==> src/rtl/oam_dma_ctrl_pkg.sv <==
// Shared definitions for the sprite DMA sequencer: register addresses,
// transfer length and the sequencer state encoding.
package oam_dma_ctrl_pkg;

    // CPU register that starts a sprite transfer.
    localparam logic [15:0] REG_OAMDMA  = 16'h4014;
    // PPU OAM data port; every put cycle targets this address.
    localparam logic [15:0] REG_OAMDATA = 16'h2004;
    // Bytes moved per transfer (one full OAM).
    localparam logic [8:0]  DMA_NUM_BYTES = 9'd256;

    typedef enum logic [2:0] {
        DMA_IDLE  = 3'd0,
        DMA_HALT  = 3'd1,
        DMA_ALIGN = 3'd2,
        DMA_GET   = 3'd3,
        DMA_PUT   = 3'd4,
        DMA_DONE  = 3'd5
    } dma_state_e;

    // True when the CPU is writing the given register this cycle.
    function automatic logic is_reg_write(input logic [15:0] addr,
                                          input logic        rw,
                                          input logic [15:0] reg_addr);
        return (addr == reg_addr) && (rw == 1'b0);
    endfunction

endpackage

==> src/rtl/oam_dma_ctrl_if.sv <==
// CPU-side bus bundle seen by the sprite DMA sequencer. The master modport
// is the sequencer itself; the slave modport is the CPU / bus-mux side.
interface oam_dma_ctrl_if;
    logic [15:0] cpu_addr;
    logic        cpu_rw;
    logic [7:0]  cpu_data_o;
    logic [7:0]  bus_data_i;
    logic        cpu_rdy;
    logic        dma_active;
    logic [15:0] dma_addr;
    logic        dma_rw;
    logic [7:0]  dma_data_o;
    logic        dma_done;

    modport master (
        input  cpu_addr, cpu_rw, cpu_data_o, bus_data_i,
        output cpu_rdy, dma_active, dma_addr, dma_rw, dma_data_o, dma_done
    );

    modport slave (
        output cpu_addr, cpu_rw, cpu_data_o, bus_data_i,
        input  cpu_rdy, dma_active, dma_addr, dma_rw, dma_data_o, dma_done
    );
endinterface

==> src/rtl/oam_dma_ctrl.sv <==
// Sprite DMA sequencer. A CPU write to the DMA register latches a source
// page, stalls the CPU, then copies NUM_BYTES bytes from {page, 8'h00}
// upward into the OAM data port as alternating get/put cycles. Gets always
// fall on even parity slots, so an extra ALIGN cycle is inserted when the
// start lands on the wrong phase. All outputs are registered and derived
// from the next state, so they change cleanly on the clock edge.
module oam_dma_ctrl
    import oam_dma_ctrl_pkg::*;
#(
    parameter logic [15:0] DMA_REG_ADDR  = REG_OAMDMA,
    parameter logic [15:0] OAM_DATA_ADDR = REG_OAMDATA,
    parameter logic [8:0]  NUM_BYTES     = DMA_NUM_BYTES
) (
    input  logic            clk,
    input  logic            rst_n,
    oam_dma_ctrl_if.master  bus
);

    dma_state_e  state_q, state_d;
    logic [7:0]  page_q, page_d;
    logic [8:0]  cnt_q, cnt_d;
    logic        parity_q, parity_d;
    logic        cpu_rdy_q, cpu_rdy_d;
    logic        dma_active_q, dma_active_d;
    logic [15:0] dma_addr_q, dma_addr_d;
    logic        dma_rw_q, dma_rw_d;
    logic [7:0]  dma_data_q, dma_data_d;
    logic        dma_done_q, dma_done_d;
    logic        start_req;

    assign start_req = is_reg_write(bus.cpu_addr, bus.cpu_rw, DMA_REG_ADDR);

    // Next-state and next-output computation for the transfer sequencer.
    always_comb begin
        state_d    = state_q;
        page_d     = page_q;
        cnt_d      = cnt_q;
        dma_data_d = dma_data_q;
        // Free-running get/put phase marker.
        parity_d   = ~parity_q;

        case (state_q)
            DMA_IDLE: begin
                if (start_req) begin
                    page_d  = bus.cpu_data_o;
                    state_d = DMA_HALT;
                end
            end
            DMA_HALT: begin
                // Odd now means the next slot is even: a get can go straight away.
                state_d = parity_q ? DMA_GET : DMA_ALIGN;
            end
            DMA_ALIGN: begin
                state_d = DMA_GET;
            end
            DMA_GET: begin
                dma_data_d = bus.bus_data_i;
                state_d    = DMA_PUT;
            end
            DMA_PUT: begin
                cnt_d   = cnt_q + 9'd1;
                state_d = (cnt_d == NUM_BYTES) ? DMA_DONE : DMA_GET;
            end
            DMA_DONE: begin
                cnt_d = 9'd0;
                // A new start in the completion cycle is honoured immediately.
                if (start_req) begin
                    page_d  = bus.cpu_data_o;
                    state_d = DMA_HALT;
                end else begin
                    state_d = DMA_IDLE;
                end
            end
            default: begin
                state_d = DMA_IDLE;
                cnt_d   = 9'd0;
            end
        endcase

        // Outputs follow the state being entered so they are valid for the
        // whole of that cycle. Page stays fixed: only the low byte walks.
        cpu_rdy_d    = (state_d == DMA_IDLE) || (state_d == DMA_DONE);
        dma_active_d = (state_d == DMA_GET) || (state_d == DMA_PUT);
        dma_rw_d     = (state_d != DMA_PUT);
        dma_done_d   = (state_d == DMA_DONE);
        case (state_d)
            DMA_GET: dma_addr_d = {page_d, cnt_d[7:0]};
            DMA_PUT: dma_addr_d = OAM_DATA_ADDR;
            default: dma_addr_d = 16'h0000;
        endcase
    end

    // Sequencer state and registered outputs; reset aborts any transfer.
    always_ff @(posedge clk or negedge rst_n) begin
        if (!rst_n) begin
            state_q      <= DMA_IDLE;
            page_q       <= 8'h00;
            cnt_q        <= 9'd0;
            parity_q     <= 1'b0;
            cpu_rdy_q    <= 1'b1;
            dma_active_q <= 1'b0;
            dma_addr_q   <= 16'h0000;
            dma_rw_q     <= 1'b1;
            dma_data_q   <= 8'h00;
            dma_done_q   <= 1'b0;
        end else begin
            state_q      <= state_d;
            page_q       <= page_d;
            cnt_q        <= cnt_d;
            parity_q     <= parity_d;
            cpu_rdy_q    <= cpu_rdy_d;
            dma_active_q <= dma_active_d;
            dma_addr_q   <= dma_addr_d;
            dma_rw_q     <= dma_rw_d;
            dma_data_q   <= dma_data_d;
            dma_done_q   <= dma_done_d;
        end
    end

    assign bus.cpu_rdy    = cpu_rdy_q;
    assign bus.dma_active = dma_active_q;
    assign bus.dma_addr   = dma_addr_q;
    assign bus.dma_rw     = dma_rw_q;
    assign bus.dma_data_o = dma_data_q;
    assign bus.dma_done   = dma_done_q;

endmodule

==> src/flat_wrapper.sv <==
// flat-port wrapper written by rule: the top's interface ports become plain ports
module oam_dma_ctrl_flat import oam_dma_ctrl_pkg::*;
#(
    parameter logic [15:0] DMA_REG_ADDR  = REG_OAMDMA,
    parameter logic [15:0] OAM_DATA_ADDR = REG_OAMDATA,
    parameter logic [8:0]  NUM_BYTES     = DMA_NUM_BYTES
)
  (clk, rst_n, bus_cpu_addr, bus_cpu_rw, bus_cpu_data_o, bus_bus_data_i, bus_cpu_rdy, bus_dma_active, bus_dma_addr, bus_dma_rw, bus_dma_data_o, bus_dma_done);
  oam_dma_ctrl_if bus_i ();
  input  logic clk;
  input  logic rst_n;
  input wire logic [$bits(bus_i.cpu_addr)-1:0] bus_cpu_addr;
  input wire logic [$bits(bus_i.cpu_rw)-1:0] bus_cpu_rw;
  input wire logic [$bits(bus_i.cpu_data_o)-1:0] bus_cpu_data_o;
  input wire logic [$bits(bus_i.bus_data_i)-1:0] bus_bus_data_i;
  output wire logic [$bits(bus_i.cpu_rdy)-1:0] bus_cpu_rdy;
  output wire logic [$bits(bus_i.dma_active)-1:0] bus_dma_active;
  output wire logic [$bits(bus_i.dma_addr)-1:0] bus_dma_addr;
  output wire logic [$bits(bus_i.dma_rw)-1:0] bus_dma_rw;
  output wire logic [$bits(bus_i.dma_data_o)-1:0] bus_dma_data_o;
  output wire logic [$bits(bus_i.dma_done)-1:0] bus_dma_done;
  assign bus_i.cpu_addr = bus_cpu_addr;
  assign bus_i.cpu_rw = bus_cpu_rw;
  assign bus_i.cpu_data_o = bus_cpu_data_o;
  assign bus_i.bus_data_i = bus_bus_data_i;
  assign bus_cpu_rdy = bus_i.cpu_rdy;
  assign bus_dma_active = bus_i.dma_active;
  assign bus_dma_addr = bus_i.dma_addr;
  assign bus_dma_rw = bus_i.dma_rw;
  assign bus_dma_data_o = bus_i.dma_data_o;
  assign bus_dma_done = bus_i.dma_done;
  oam_dma_ctrl #(.DMA_REG_ADDR(DMA_REG_ADDR), .OAM_DATA_ADDR(OAM_DATA_ADDR), .NUM_BYTES(NUM_BYTES)) u_core (.clk(clk), .rst_n(rst_n), .bus(bus_i));
endmodule
==> config.mk <==
export PLATFORM = sky130hd
export DESIGN_NAME = oam_dma_ctrl_flat
export DESIGN_NICKNAME = d
export VERILOG_FILES = /design/src/rtl/oam_dma_ctrl_pkg.sv /design/src/rtl/oam_dma_ctrl_if.sv /design/src/rtl/oam_dma_ctrl.sv /design/src/flat_wrapper.sv
export SDC_FILE = /design/constraint.sdc
export NUM_CORES = 1
export LEC_CHECK = 0
export BUFFER_PORTS_ARGS = -buffer_cell sky130_fd_sc_hd__buf_2
export CAP_MARGIN = 20
export CELL_PAD_IN_SITES_DETAIL_PLACEMENT = 2
export CELL_PAD_IN_SITES_GLOBAL_PLACEMENT = 2
export CORE_MARGIN = 2
export CORE_UTILIZATION = 30
export CTS_BUF_LIST = sky130_fd_sc_hd__clkbuf_8
export DETAILED_ROUTE_END_ITERATION = 12
export PLACE_DENSITY_LB_ADDON = 0.1
export SYNTH_ARGS = -nofsm -noshare
export SYNTH_HDL_FRONTEND = slang
export SYNTH_SLANG_ARGS = --single-unit
==> constraint.sdc <==
create_clock -name clk -period 1.75 [get_ports clk]
set_input_delay 0.35 -clock clk [delete_from_list [all_inputs] [get_ports clk]]
set_output_delay 0.35 -clock clk [all_outputs]
set_load 0.05 [all_outputs]
# After elaboration in Yosys (flattened, before gate mapping)
# Index checks and enable logic that the tools add are counted.
[word_totals] ff_bits=49 in_bits=35 out_inout_bits=28
[classes] addsub=1 eq_ne=11 mux=9 bitwise=2 reduce_logical=7
[ops] cell="$pmux 16 s2" count=1
[ops] cell="$pmux 3 s6" count=1
[ops] cell="$pmux 9 s2" count=1
[ops] cell="$eq 16x15->1 const B" count=1
[ops] cell="$mux 8" count=2
[ops] cell="$eq 3x3->1 const B" count=4
[ops] cell="$add 9x1->9 const B" count=1
[ops] cell="$eq 3x2->1 const B" count=3
[ops] cell="$eq 9x9->1 const B" count=1
[ops] cell="$logic_not 3->1" count=2
[ops] cell="$mux 3" count=2
[ops] cell="$reduce_or 4->1" count=1
[ops] cell="$eq 3x1->1 const B" count=1
[ops] cell="$ne 3x3->1 const B" count=1
[ops] cell="$logic_or 1x1->1" count=2
[ops] cell="$mux 1" count=2
[ops] cell="$not 1->1" count=2
[ops] cell="$reduce_or 2->1" count=1
[ops] cell="$logic_and 1x1->1" count=1

# Longest topological paths before layout
# Gate-level depths: netlist of the first run.
[depth] word_depth=6 ltp_mapped=7 depth_no_buf=6

# Least setup slack after synthesis of the first run
# Ideal clock, no wire load.
[synth_timing] kind="in2reg" startpoint="input port bus_cpu_addr[8]" endpoint="register u_core.dma_addr_q[12], in the netlist u_core.bus.dma_addr[12]" setup_time_ps=120 t_arrival_ps=1922 required_time_ps=1630 slack_ps=-292 stages=4 cell_sequence="or4b_4 nor4_4 mux2_2 and2b_2"
[synth_between] word_cells_on_any_way=10 cone_classes="eq/ne (3); mux (6); reduce/logical (1)"
[synth_lines] item="from (decl)" line_no="flat_wrapper.sv:12" rtl="input wire logic [$bits(bus_i.cpu_addr)-1:0] bus_cpu_addr;"
[synth_lines] item="$eq 16x15->1" line_no="oam_dma_ctrl_pkg.sv:25" rtl="return (addr == reg_addr) && (rw == 1'b0);"
[synth_lines] item="$logic_and 1x1->1" line_no="oam_dma_ctrl_pkg.sv:25"
[synth_lines] item="$mux 8" line_no="oam_dma_ctrl.sv:44, oam_dma_ctrl.sv:67"
[synth_lines] item="$mux 8"
[synth_lines] item="net u_core.page_d[4]" line_no="oam_dma_ctrl.sv:20" rtl="logic [7:0] page_q, page_d;"
[synth_lines] item="$pmux 16 s2" line_no="oam_dma_ctrl.sv:86" rtl="case (state_d)"
[synth_lines] item="net u_core.dma_addr_d[12]" line_no="oam_dma_ctrl.sv:25" rtl="logic [15:0] dma_addr_q, dma_addr_d;"
[synth_lines] item="to (signal assigned)" line_no="oam_dma_ctrl.sv:113" rtl="dma_addr_q <= dma_addr_d;"
[synth_lines] item="to (decl)" line_no="oam_dma_ctrl.sv:25"
# The timed path passes the listed nets, and every way through them passes these cells.
# A chain may end at the register's enable or synchronous reset.

# Worst setup path in the final report of the first run
[layout_timing] startpoint="register u_core.cnt_q[5]" endpoint="register u_core.dma_addr_q[9], in the netlist u_core.bus.dma_addr[9]"
[layout_between] elab_chain_len=6 word_cells_on_any_way=7 cone_classes="add/sub (1); eq/ne (3); mux (3)"
[layout_lines] item="from (decl)" line_no="oam_dma_ctrl.sv:21" rtl="logic [8:0] cnt_q, cnt_d;"
[layout_lines] item="from (signal assigned)" line_no="oam_dma_ctrl.sv:109" rtl="cnt_q <= cnt_d;"
[layout_lines] item="$add 9x1->9 (*)" line_no="oam_dma_ctrl.sv:61" rtl="cnt_d = cnt_q + 9'd1;"
[layout_lines] item="$eq 9x9->1 (*)" line_no="oam_dma_ctrl.sv:62" rtl="state_d = (cnt_d == NUM_BYTES) ? DMA_DONE : DMA_GET;"
[layout_lines] item="$mux 3 (*)" line_no="oam_dma_ctrl.sv:62"
[layout_lines] item="$pmux 3 s6 (*)" line_no="oam_dma_ctrl.sv:42" rtl="case (state_q)"
[layout_lines] item="$eq 3x3->1 / $eq 3x2->1 (equally long branches)" line_no="oam_dma_ctrl.sv:86"
[layout_lines] item="$pmux 16 s2 (*)" line_no="oam_dma_ctrl.sv:86"
[layout_lines] item="net u_core.dma_addr_d[9]" line_no="oam_dma_ctrl.sv:25"
# The timed path passes the listed nets; every way through them passes the cells marked *.

==> flow_metrics.py, run 1 <==
metrics = {
    "run_status": {
        "outcome": "finished, violations left",
        "violations": "negative setup slack",
    },
    "timing": {
        "final_max_slew_viol_count": 0,
        "fmax_ghz": 0.525,
        "hold_violations": 0,
        "report.final.setup_viol": 17,
        "whs_ps": 20.5,
        "setup_slack_ps": -155,
        "finalCritPeriodShare": 1.09,
        "rsz0062_at_grt": "yes",
        "slew_headroom": 0.758,
        "skew_ps": 6.28,
        "post-route-min-period_ps": 1910,
        "worstMarginPinSlew_ps": 360,
    },
    "clocking": {
        "cts_hold_buf": 0,
        "clock_latency_ps": 310,
        "cts-root-buf": "clkbuf_8",
        "clkTransAtPathRegs_ps": 90,
        "cts.htree.levels": 2,
        "cts_sinks": 49,
        "cts_made_buffers": 5,
        "cts_tree": "built",
        "ctsLongestPathBuffers": 2,
    },
    "grt": {
        "grt-ovfl-total": 0,
        "grt_pass1_wl_um": 10000,
        "grt_pass1_vias": 2013,
        "grt_use_total": 0.177,
        "grt_max_degree": 50,
        "antenna_found_initial": 0,
    },
    "synth": {
        "ys_seq_area_frac": 0.616,
        "synth_enable_flop_cells": 0,
        "ys_ff_latch": 49,
        "yosys.cell_types.count": 39,
        "netlist_instances": 159,
        "yosys_warnings": 0,
        "synth_ff_type": "dfrtp_1",
        "synthArstFlopShare": 1.00,
        "syn-cell-area_sq_um": 1990,
        "synth_fp_nets": 195,
        "avgSynthCellArea_sq_um": 12.5,
    },
    "worst_setup_path": {
        "worst_setup_path_start_kind": "register",
        "timing.reg2reg.worst_path_depth": 6,
        "crit_slowest_cell": "or4_4",
        "crit_path_max_fanout": 8,
        "crit_chain": "or4_4 > nor4_4 > a2bb2oi_2 > o21ai_2 > buf_12 > and2b_2",
        "worstSetupPathType": "reg -> reg",
        "r2r-start": "u_core.cnt_q[5]",
        "r2r-end": "u_core.bus.dma_addr[9]",
        "cpPeakStageDelay_ps": 570,
        "endpoint_kind": "register",
        "required_ps": 1950,
        "arrival_ps": 2110,
        "r2r_slack_ps": -160,
    },
    "placement": {
        "place.gp.congestion": 0.833,
        "port_buffers": 62,
        "place_hpwl_um": 4250,
    },
    "floorplan": {
        "die_h_um": 85.5,
        "die_w_um": 85.5,
        "placementRows": 29,
        "design.die.area_sq_um": 7310,
        "start_util": 0.312,
        "core-area_sq_um": 6390,
        "io_pins": 63,
    },
    "detailed_routing": {
        "num_vias": 1674,
        "drt_wl_total_um": 6360,
        "drt_pass1_iterations": 4,
        "drc": 0,
        "viasPerCell": 4.91,
        "wire_per_inst_um": 18.6,
        "drtIter0Drc": 54,
        "detail-route-antenna-nets": 0,
    },
    "min_path": {
        "hold_path.class": "in -> async",
    },
    "layout": {
        "drive_above_1_share": 0.606,
        "multi_input_area_sq_um": 891,
        "area_delta_synth_final_pct": 51.0,
        "antennaDiodeCount": 0,
        "fin_nets": 299,
        "register_area_sq_um": 1230,
        "fillers": 659,
    },
    "power_and_ir_drop": {
        "pwr_density_cell_nw_per_um2": 1490,
        "leakagePower_nw": 1.49,
        "peakVddDrop_mv": 1.20,
        "finalPower_mw": 4.48,
    },
    "job": {
        "cap_violations": 0,
    },
}
-- through the flow --
step	utilization	cells	area, sq um	setup WS (ps)	TNS (ps)
5_1_grt	0.471	341	3010	-264	-4010
4_1_cts	0.453	336	2890	-164	-1780
6_report	0.471	341	3010	-155	-1960
2_1_floorplan	-	159	2030	-292	-3140
3_3_place_gp	0.418	322	2670	-299	-3680
3_5_place_dp	0.418	322	2670	-393	-5280
-- cell usage after synthesis, types with 4 or more instances --
cell      number  share of area
nand2_1       10          0.019
o21ai_0        7          0.018
nand3_1        4          0.010
nor2b_1        5          0.016
nand2b_1       4          0.013
and2b_2        4          0.018
a21oi_1        5          0.013
inv_1          6          0.011
nor2_1         8          0.015
dfrtp_1       47           0.59
mux2_2        15          0.085
-- layout make-up --
type | instances | area share
clock inverter | 2 | 0.00457
inverter | 6 | 0.00873
clock buffer | 6 | 0.0274
tap | 77 | 0.0320
multi-input combinational | 99 | 0.296
sequential | 49 | 0.408
timing repair buffer | 102 | 0.223
-- layer usage --
layer / routed length (um) / global-route usage / vias to the layer above
li1: - / - / 761
met1: 2360 / 0.200 / 854
met3: 323 / 0.0395 / 8
met4: 91 / 0.0519 / 0
met2: 3580 / 0.333 / 51
met5: 0 / 0 / -
-- cells in the final DEF, fill, tap and decap left out, types with 4 or more instances in the layout --
cell type	Yosys	layout
a21oi_1	5	4
and2b_2	4	4
buf_2	0	62
buf_4	1	32
buf_6	0	4
clkbuf_8	0	6
dfrtp_1	47	47
inv_1	6	5
mux2_2	15	8
mux2_4	0	7
nand2_1	10	7
nand3_1	4	4
nor2_1	8	7
nor2b_4	0	6
o21ai_0	7	4
o21ai_2	1	4
-- power breakdown --
part	internal, mW	switching (mW)
logic	0.936	1.37
registers	1.36	0.103
clock network	0.321	0.396
total	2.61	1.87
-- timing repair --
action | CTS | global route
buffers inserted | 5 | 6
endpoints found under the setup margin | 25 | 29
resized for setup | 24 | 17
pin swaps | 6 | 3
gates cloned | 1 | 0
-- critical path: cells and delay by family, from the launching register on --
kind                   cells  cell delay, ps
AO/OA/AOI/OAI              2             300
buffers and inverters      1             160
flip-flops                 1             410
AND/OR/NAND/NOR            3             930
-- cells by family after synthesis --
logic type	count (synthesis)	synth area share
AND/OR/NAND/NOR	53	0.166
XOR/XNOR	3	0.0132
multiplexers	17	0.0948
AO/OA/AOI/OAI	25	0.0804
adder cells (fa/ha/maj)	1	0.00628
buffers and inverters	11	0.0232
flip-flops	49	0.616
-- flip-flops by register name, summed over array words and instances (netlist names) --
name                   cells
u_core.bus.dma_done        1
u_core.bus.dma_active      1
u_core.cnt_q               9
u_core.bus.dma_data_o      8
u_core.bus.dma_rw          1
u_core.page_q              8
u_core.bus.cpu_rdy         1
u_core.parity_q            1
u_core.bus.dma_addr       16
u_core.state_q             3
-- worst max-delay path by stage --
stage	from	to	slack (ps)	cells after the start
2_1_floorplan	bus_cpu_addr[8]	u_core.bus.dma_addr[12]	-290	4
5_1_grt	u_core.cnt_q[5]	u_core.bus.dma_addr[9]	-260	6
3_3_place_gp	bus_cpu_addr[8]	u_core.bus.dma_addr[14]	-300	6
6_report	u_core.cnt_q[5]	u_core.bus.dma_addr[9]	-160	6
4_1_cts	u_core.state_q[0]	u_core.bus.dma_addr[12]	-160	6
3_5_place_dp	bus_cpu_addr[8]	u_core.bus.dma_addr[15]	-390	6
(Power assumes the default switching activity.)
==> run 2, diff against run 1 <==
- BUFFER_PORTS_ARGS: -buffer_cell sky130_fd_sc_hd__buf_2 -> default
- CORE_UTILIZATION: 30 -> 37
- DONT_BUFFER_PORTS: default -> 1
==> run 2 against run 1 <==
The run still ends with negative setup slack left; sequential power up 40%; sequential share of layout area up 7.1 points; hold slack better by 160 ps; combinational power down 45%; clock-buffer cell count down 1; die area down 18%; utilization up 2.7 points; critical endpoint is now u_core.bus.dma_addr[12].
==> flow_metrics.py, run 2 (synthesis gave the netlist of run 1 again) <==
metrics = {
    "detailed_routing": {
        "drtIter0Drc": 40,
        "detail-route-antenna-nets": 0,
        "viasPerCell": 5.21,
        "wire_per_inst_um": 20.9,
        "num_vias": 1390,
        "drt_pass1_iterations": 4,
        "drc": 0,
        "drt_wl_total_um": 5580,
    },
    "grt": {
        "grt_use_total": 0.192,
        "antenna_found_initial": 0,
        "grt-ovfl-total": 0,
        "grt_pass1_wl_um": 8830,
        "grt_max_degree": 50,
        "grt_pass1_vias": 1671,
    },
    "worst_setup_path": {
        "crit_slowest_cell": "or4_4",
        "timing.reg2reg.worst_path_depth": 6,
        "required_ps": 1950,
        "path_depth": 6,
        "worst_setup_path_start_kind": "register",
        "worstSetupPathType": "reg -> reg",
        "arrival_ps": 2140,
        "crit_path_max_fanout": 11,
        "r2r_slack_ps": -190,
        "crit_buf_inv": 1,
        "endpoint_kind": "register",
        "crit_chain": "or4_4 > nor4_4 > a2bb2oi_2 > o21ai_2 > buf_12 > and2b_2",
        "cpPeakStageDelay_ps": 570,
        "cp_top_family": "simple AND/OR/NAND/NOR gates",
    },
    "timing": {
        "hold_violations": 0,
        "final_max_slew_viol_count": 0,
        "skew_ps": 5.31,
        "finalCritPeriodShare": 1.11,
        "fmax_ghz": 0.515,
        "rsz0062_at_grt": "yes",
        "slew_headroom": 0.679,
        "post-route-min-period_ps": 1940,
        "setup_slack_ps": -192,
        "report.final.setup_viol": 18,
        "worstMarginPinSlew_ps": 482,
        "tns_ps": -2200,
    },
    "placement": {
        "place_ws_ps": -248,
        "post_dp_cell_area_sq_um": 2320,
        "place_hpwl_um": 3660,
        "port_buffers": 0,
        "place.gp.congestion": 0.768,
    },
    "min_path": {
        "min_path_cells": 2,
        "hold_path.class": "in -> reg",
    },
    "clocking": {
        "clock_latency_ps": 310,
        "cts_sinks": 49,
        "ctsLongestPathBuffers": 2,
        "cts_made_buffers": 5,
        "cts.htree.levels": 2,
        "cts_tree": "built",
        "clkTransAtPathRegs_ps": 90,
        "cts-root-buf": "clkbuf_8",
    },
    "layout": {
        "fin_nets": 232,
        "register_area_sq_um": 1230,
        "final_common_cell": "dfrtp_1",
        "largest_reg_flops": 16,
        "final_cell_area_sq_um": 2560,
        "fillers": 539,
        "multi_input_area_sq_um": 822,
        "utilization": 0.498,
        "drive_above_1_share": 0.416,
        "area_delta_synth_final_pct": 28.5,
        "antennaDiodeCount": 0,
        "final_cell_mix": "dfrtp_1, buf_4, nand2_1, mux2_2, nor2_1",
    },
    "power_and_ir_drop": {
        "peakVddDrop_mv": 1.05,
        "p_sw_mw": 1.70,
        "seq_power_share": 0.514,
        "combPwrFrac": 0.316,
        "pwr_density_cell_nw_per_um2": 1550,
        "finalPower_mw": 3.97,
        "p_clk_frac": 0.170,
        "p_int_mw": 2.27,
        "leakagePower_nw": 1.17,
        "switching_share": 0.429,
    },
    "floorplan": {
        "core-area_sq_um": 5140,
        "start_util": 0.388,
        "placementRows": 26,
        "die_h_um": 77.4,
        "design.die.area_sq_um": 5990,
        "io_pins": 63,
        "die_w_um": 77.4,
    },
    "run_status": {
        "violations": "negative setup slack",
        "outcome": "finished, violations left",
    },
    "job": {
        "cap_violations": 0,
    },
}
==> run 2: repair_timing <==
item,CTS,global route
setup endpoints to repair,18,25
pin swaps,2,1
gates cloned,0,1
hold buffers,2,0
hold endpoints to repair,49,0
gates resized for setup,5,15
buffers inserted,3,2
==> run 2: path summary, 6_finish.rpt <==
check	startpoint	endpoint
max in group asynchronous	rst_n	u_core.bus.dma_rw
hold reg to reg	u_core.parity_q	u_core.parity_q
min in group asynchronous	rst_n	u_core.cnt_q[3]
setup / recovery	u_core.cnt_q[4]	u_core.bus.dma_addr[12]
setup reg to reg	u_core.cnt_q[4]	u_core.bus.dma_addr[12]
hold / removal	bus_cpu_data_o[5]	u_core.page_q[5]
==> run 2: area by class of cell <==
type | count | area share
Clock buffer | 5 | 0.0269
Clock inverter | 3 | 0.00879
Inverter | 6 | 0.00879
Multi-Input combinational cell | 99 | 0.321
Sequential cell | 49 | 0.480
Tap cell | 70 | 0.0342
Timing Repair Buffer | 35 | 0.121
==> run 2: layer usage <==
metal	routed length, um	GRT usage	share of wire
met5	0	0	0
met4	78	0.0554	0.014
met3	318	0.0709	0.057
met2	3050	0.346	0.55
met1	2130	0.210	0.38
==> run 2: power groups by stage <==
stage | clock (mW) | sequential, mW | combinational [mW]
4_1_cts | 0.707 | 2.05 | 1.18
5_1_grt | 0.741 | 2.07 | 1.38
3_3_place_gp | 0 | 2.06 | 0.963
3_5_place_dp | 0 | 2.07 | 1.02
2_1_floorplan | 0 | 2.05 | 0.586
6_report | 0.677 | 2.04 | 1.26
==> run 2: stage by stage <==
stage	instances	hold WS (ps)
detailed placement	252	55.7
global route	267	181
finish	267	179
global placement	252	55.6
floorplan	159	54.4
CTS	265	178
